<file path="src/rtl/alu_writeback_stage.sv">
// ---------------------------------------------------------------------------
// alu_writeback_stage
// Final ALU pipeline stage: checks the ARM condition code against the
// architectural flags, updates the flags on S-suffixed passing instructions,
// and queues every accepted instruction in a 2-entry in-order buffer that
// feeds the register file. Condition-failed instructions are kept in order
// with their write enable cleared, and counted in squash_cnt.
//
// Ports
//   clk, rst           rising-edge clock, synchronous active-high reset
//   in_valid/in_ready  upstream handshake (in_ready = !rst && occupancy < 2)
//   in_F, in_NZCV      ALU result and flags {N,Z,C,V}
//   in_S, in_cond      flag-update request, condition code
//   in_rd, in_wb_en    destination register index and write request
//   out_valid/ready    downstream handshake, head of the buffer
//   out_F, out_rd      head entry result and destination
//   out_we             head entry write enable after the condition check
//   nzcv               architectural flag register {N,Z,C,V}
//   squash_cnt         saturating count of condition-failed instructions
// ---------------------------------------------------------------------------
module alu_writeback_stage (
  input  logic        clk,
  input  logic        rst,
  input  logic        in_valid,
  output logic        in_ready,
  input  logic [31:0] in_F,
  input  logic [3:0]  in_NZCV,
  input  logic        in_S,
  input  logic [3:0]  in_cond,
  input  logic [3:0]  in_rd,
  input  logic        in_wb_en,
  output logic        out_valid,
  input  logic        out_ready,
  output logic [31:0] out_F,
  output logic [3:0]  out_rd,
  output logic        out_we,
  output logic [3:0]  nzcv,
  output logic [7:0]  squash_cnt
);

  localparam int unsigned DW = 32;
  localparam int unsigned RW = 4;
  localparam int unsigned FW = 4;
  localparam int unsigned CW = 8;

  typedef struct packed {
    logic [DW-1:0] f;
    logic [RW-1:0] rd;
    logic          we;
  } entry_t;

  // Slot 0 is always the head; slot 1 is only valid when slot 0 is.
  entry_t        r_slot0;
  entry_t        r_slot1;
  logic          r_vld0;
  logic          r_vld1;
  logic [FW-1:0] r_nzcv;
  logic [CW-1:0] r_squash;

  logic          w_pass;
  logic          w_push;
  logic          w_pop;
  entry_t        w_new;
  logic          w_n;
  logic          w_z;
  logic          w_c;
  logic          w_v;

  assign w_n = r_nzcv[3];
  assign w_z = r_nzcv[2];
  assign w_c = r_nzcv[1];
  assign w_v = r_nzcv[0];

  // ARM condition evaluation against the current flag register.
  always_comb begin
    w_pass = 1'b0;
    case (in_cond)
      4'h0: w_pass = w_z;
      4'h1: w_pass = ~w_z;
      4'h2: w_pass = w_c;
      4'h3: w_pass = ~w_c;
      4'h4: w_pass = w_n;
      4'h5: w_pass = ~w_n;
      4'h6: w_pass = w_v;
      4'h7: w_pass = ~w_v;
      4'h8: w_pass = w_c & ~w_z;
      4'h9: w_pass = ~w_c | w_z;
      4'hA: w_pass = (w_n == w_v);
      4'hB: w_pass = (w_n != w_v);
      4'hC: w_pass = ~w_z & (w_n == w_v);
      4'hD: w_pass = w_z | (w_n != w_v);
      4'hE: w_pass = 1'b1;
      default: w_pass = 1'b0;
    endcase
  end

  // Full means slot 1 occupied; readiness never looks at out_ready.
  assign in_ready = ~rst & ~r_vld1;
  assign w_push   = in_valid & in_ready;
  assign w_pop    = r_vld0 & out_ready;

  assign w_new.f  = in_F;
  assign w_new.rd = in_rd;
  assign w_new.we = in_wb_en & w_pass;

  // Two-slot in-order buffer with head in slot 0.
  always_ff @(posedge clk) begin
    if (rst) begin
      r_slot0 <= '0;
      r_slot1 <= '0;
      r_vld0  <= 1'b0;
      r_vld1  <= 1'b0;
    end else if (w_pop) begin
      if (r_vld1) begin
        // Full: shift forward; no push is possible this cycle.
        r_slot0 <= r_slot1;
        r_vld1  <= 1'b0;
      end else if (w_push) begin
        r_slot0 <= w_new;
      end else begin
        // Head retains its last value so outputs stay X-free.
        r_vld0  <= 1'b0;
      end
    end else if (w_push) begin
      if (!r_vld0) begin
        r_slot0 <= w_new;
        r_vld0  <= 1'b1;
      end else begin
        r_slot1 <= w_new;
        r_vld1  <= 1'b1;
      end
    end
  end

  // Architectural flags and squash counter, both updated at accept.
  always_ff @(posedge clk) begin
    if (rst) begin
      r_nzcv   <= '0;
      r_squash <= '0;
    end else if (w_push) begin
      if (w_pass && in_S) begin
        r_nzcv <= in_NZCV;
      end
      if (!w_pass && (r_squash != '1)) begin
        r_squash <= r_squash + CW'(1);
      end
    end
  end

  assign out_valid  = r_vld0;
  assign out_F      = r_slot0.f;
  assign out_rd     = r_slot0.rd;
  assign out_we     = r_slot0.we;
  assign nzcv       = r_nzcv;
  assign squash_cnt = r_squash;

endmodule
</file>
<file path="config.mk">
export PLATFORM = sky130hd
export DESIGN_NAME = alu_writeback_stage
export DESIGN_NICKNAME = d
export VERILOG_FILES = /design/src/rtl/alu_writeback_stage.sv
export SDC_FILE = /design/constraint.sdc
export NUM_CORES = 1
export LEC_CHECK = 0
export CORE_MARGIN = 1.5
export CORE_UTILIZATION = 30
export CTS_BUF_LIST = sky130_fd_sc_hd__clkbuf_16
export CTS_CLUSTER_SIZE = 14
export DETAILED_ROUTE_END_ITERATION = 8
export MAX_ROUTING_LAYER = met4
export PLACE_DENSITY = 0.57
export SLEW_MARGIN = 20
export SYNTH_ARGS = -nofsm -noshare
export SYNTH_HDL_FRONTEND = slang
export SYNTH_SLANG_ARGS = --single-unit
</file>
<file path="constraint.sdc">
create_clock -name clk -period 2.2 [get_ports clk]
set_input_delay 0.44 -clock clk [delete_from_list [all_inputs] [get_ports clk]]
set_output_delay 0.44 -clock clk [all_outputs]
set_load 0.05 [all_outputs]
</file>
==> results.yml <==
run_status:
  status: "complete, no violations"
floorplanning:
  ioPinCount: 101
  die_h_um: 114.6
  start_util_pct: 30.95
  core_mm2: 0.01206
  die_area_mm2: 0.01312
  num_rows: 40
  die_width_um: 114.6
sta:
  final_max_slew_viol_count: 0
  setup_tns_ns: 0
  fmax_mhz: 458.5
  hold_viol: 0
  slew_headroom_pct: 39.78
  period_share_pct: 99.13
  fin_ws_ns: 0.01921
  whs_ns: 0.4516
  skew_ns: 0.005720
  min_period_ns: 2.181
  setup_viol: 0
  max_slew.worst_pin.slew_ns: 0.9033
grt:
  grt_pass1_vias: 3243
  grt_pass1_wl_um: 16010
  grt_max_degree: 84
  globalRouteOverflowTotal: 0
  grt_usage_pct: 15.77
  antenna_found_initial: 0
synthesis:
  syn_nets: 489
  synth_top_area_share_pct: 47.18
  synth_xor_area_share_pct: 0.4692
  synthMuxAreaShare_pct: 9.953
  synth-edff-count: 0
  ys_warn_count: 0
  synthArstFlopShare_pct: 0
  ys_seq_area_share_pct: 47.18
  synth_adder_area_share_pct: 0.3351
  syn_avg_cell_area_um2: 8.524
  postSynthCellCount: 438
  syn_area_mm2: 0.003734
  synthSimpleGateAreaFrac_pct: 18.26
  synthTopCellsByArea: "dfxtp_1 47%, mux2i_1 9.7%, nand2_1 8.5%, a211oi_1 7.6%, a21oi_1 6.6%"
  ys_ff_latch: 88
  synth_compound_area_share_pct: 19.64
  synth_cell_types: 41
  synth_top_area_cell: "dfxtp_1"
  ys.flop_type: "dfxtp_1"
  synth_top_family_by_area: "compound AO/OA/AOI/OAI gates"
clock_network:
  clock_sinks: 88
  cts.clk_slew.worst_paths_ns: 0.06
  root_buffer: "clkbuf_16"
  numCtsBuffers: 9
  cts.htree.levels: 3
  cts_tree: "done"
  clk_latency_ns: 0.32
  clockBufferDepth: 2
critical_path:
  crit_type: "in2reg"
  critPathBufInv: 3
  worstPathArrival_ns: 2.43
  end_kind: "flop"
  reg2reg_slack_ns: 0.21
  slowest_stage: "clkdlybuf4s50_1"
  startpoint_type: "input port"
  rr_endpoint: "squash_cnt[7]"
  cp_common_cell: "buf_4"
  worstPathCellList: "clkdlybuf4s50_1 > buf_4 > o211a_1 > a2111oi_4 > buf_4 > a32oi_4 > or3_1 > a21oi_2"
  path_delay_family: "buffers and inverters"
  cp-startpoint: "in_cond[1]"
  ff2ff_path_depth: 6
  cp_max_fo: 6
  critPathMaxStageDelay_ns: 0.47
  timing.rr.start: "squash_cnt[0]"
  crit_required_ns: 2.45
power_and_ir_drop:
  power_frac_comb_pct: 20.6
  pwr_density_cell_mw_per_mm2: 732.0
  peakVddDrop_uv: 313.5
  p_int_w: 0.002871
  p_switching_w: 0.001120
  p_sw_share_pct: 28.06
  power.leakage_nw: 2.144
  p_seq_share_pct: 43.1
  p_clk_share_pct: 36.4
hold_path:
  hold_depth: 2
  hold_class: "reg2reg"
  hp-start: "r_slot1[21]"
  holdPathEnd: "r_slot1[21]"
placement:
  pre_cts_ws_ns: -0.4658
  hpwlAfterDp_um: 6324
  place.gp.congestion: 0.8143
  port_buffers: 100
final_layout:
  layout_common_cells: "96 x clkdlybuf4s50_1, 88 x dfxtp_1, 84 x nand2_1"
  regArea_mm2: 0.001762
  fillers: 1188
  drive_above_1_share_pct: 9.890
  final_common_cell: "clkdlybuf4s50_1"
  fin_util_pct: 45.20
  area_growth_pct: 46.01
  layout.nets: 593
  multi_input_area_mm2: 0.001916
  diodes: 0
detailed_routing:
  post_drt_wl_per_cell_um: 14.01
  first_iter_violations: 174
  vias: 3480
  met2WireLength_um: 4856
  highest_layer: "met4"
  wl_met3_um: 270
  drc: 0
  via_per_inst: 4.874
  wl_met1_um: 4680
  antenna_left: 0
  dr.pass1.iters: 4
  totalWireLength_um: 10000
run:
  maxCapViolations: 0
[registers in the layout (all words and copies together), names as in the netlist]
signal,flops
r_vld1,1
out_rd,4
nzcv,4
squash_cnt,8
r_slot1,37
out_valid,1
out_we,1
out_F,32
[area by class of cell]
cell class                      instances  share of cell area [%]
Clock buffer                            9                   4.131
Clock inverter                          6                  0.9869
Inverter                                4                  0.2754
Multi-Input combinational cell        313                   35.14
Sequential cell                        88                   32.32
Tap cell                              168                   3.856
Timing Repair Buffer                  126                   23.30
[layer usage]
layer / vias to the layer above / GRT usage, %
li1: 1760 / -
met1: 1644 / 19.64
met2: 60 / 25.83
met3: 16 / 2.329
met4: 0 / 6.000
met5: - / -
[cells in the mapped netlist, types with 2 or more instances]
cell type	number
a31o_1	3
dfxtp_1	88
nor2_1	40
nand3b_1	2
clkbuf_1	17
nand4_1	2
a21oi_1	49
or4_1	2
a211oi_1	38
nand2b_1	3
nor2b_1	4
o211ai_1	2
nand3_1	9
and3_1	5
inv_1	4
mux2i_1	36
buf_1	9
buf_2	7
nand2_1	85
o21ai_0	6
a31oi_1	3
or3_1	3
o31ai_1	3
[worst max path at each step]
stage | cells past startpoint | to | slack, ns
after floorplan | 7 | squash_cnt[1] | 0.03
after global placement | 8 | squash_cnt[6] | -0.39
after detailed placement | 7 | squash_cnt[7] | -0.47
after CTS | 9 | nzcv[1] | 0.01
after global routing | 9 | squash_cnt[6] | -0.03
final | 8 | squash_cnt[3] | 0.02
[what timing repair did]
item                       in CTS  in global routing
cloned                          1                  1
buffers inserted                0                  4
hold buffers                    0                  0
pin swaps                       3                  8
setup endpoints to repair      12                 12
resized for setup               2                 13
[per-stage QoR]
stage / instance area (µm²) / cells / power [W]
6_report: 5451 / 714 / 0.003990
5_1_grt: 5451 / 714 / 0.004167
4_1_cts: 5340 / 709 / 0.004005
3_5_place_dp: 5041 / 693 / 0.002528
3_3_place_gp: 5041 / 693 / 0.002520
2_1_floorplan: 3736 / 438 / 0.002200
[worst min-delay path, delay by kind of cell (launching register included)]
family | cells | cell delay (ns)
AO/OA/AOI/OAI | 1 | 0.05
flip-flops | 1 | 0.31
AND/OR/NAND/NOR | 1 | 0.05
[kinds of logic (layout without fill, tap and decap cells)]
kind of cell             after synthesis  count (layout)
AO/OA/AOI/OAI                        113             114
XOR/XNOR                               2               2
adder cells (fa/ha/maj)                1               1
buffers and inverters                 38             145
flip-flops                            88              88
multiplexers                          37              37
AND/OR/NAND/NOR                      159             159
[power by group through the flow]
stage	clock network [W]	logic, W	registers (W)
3_5_place_dp	0	0.000775	0.00175
5_1_grt	0.00157	0.000875	0.00173
3_3_place_gp	0	0.000768	0.00175
2_1_floorplan	0	0.000235	0.00197
4_1_cts	0.00150	0.000784	0.00172
6_report	0.00145	0.000821	0.00172
No activity file was read; power rests on OpenSTA's default activity.
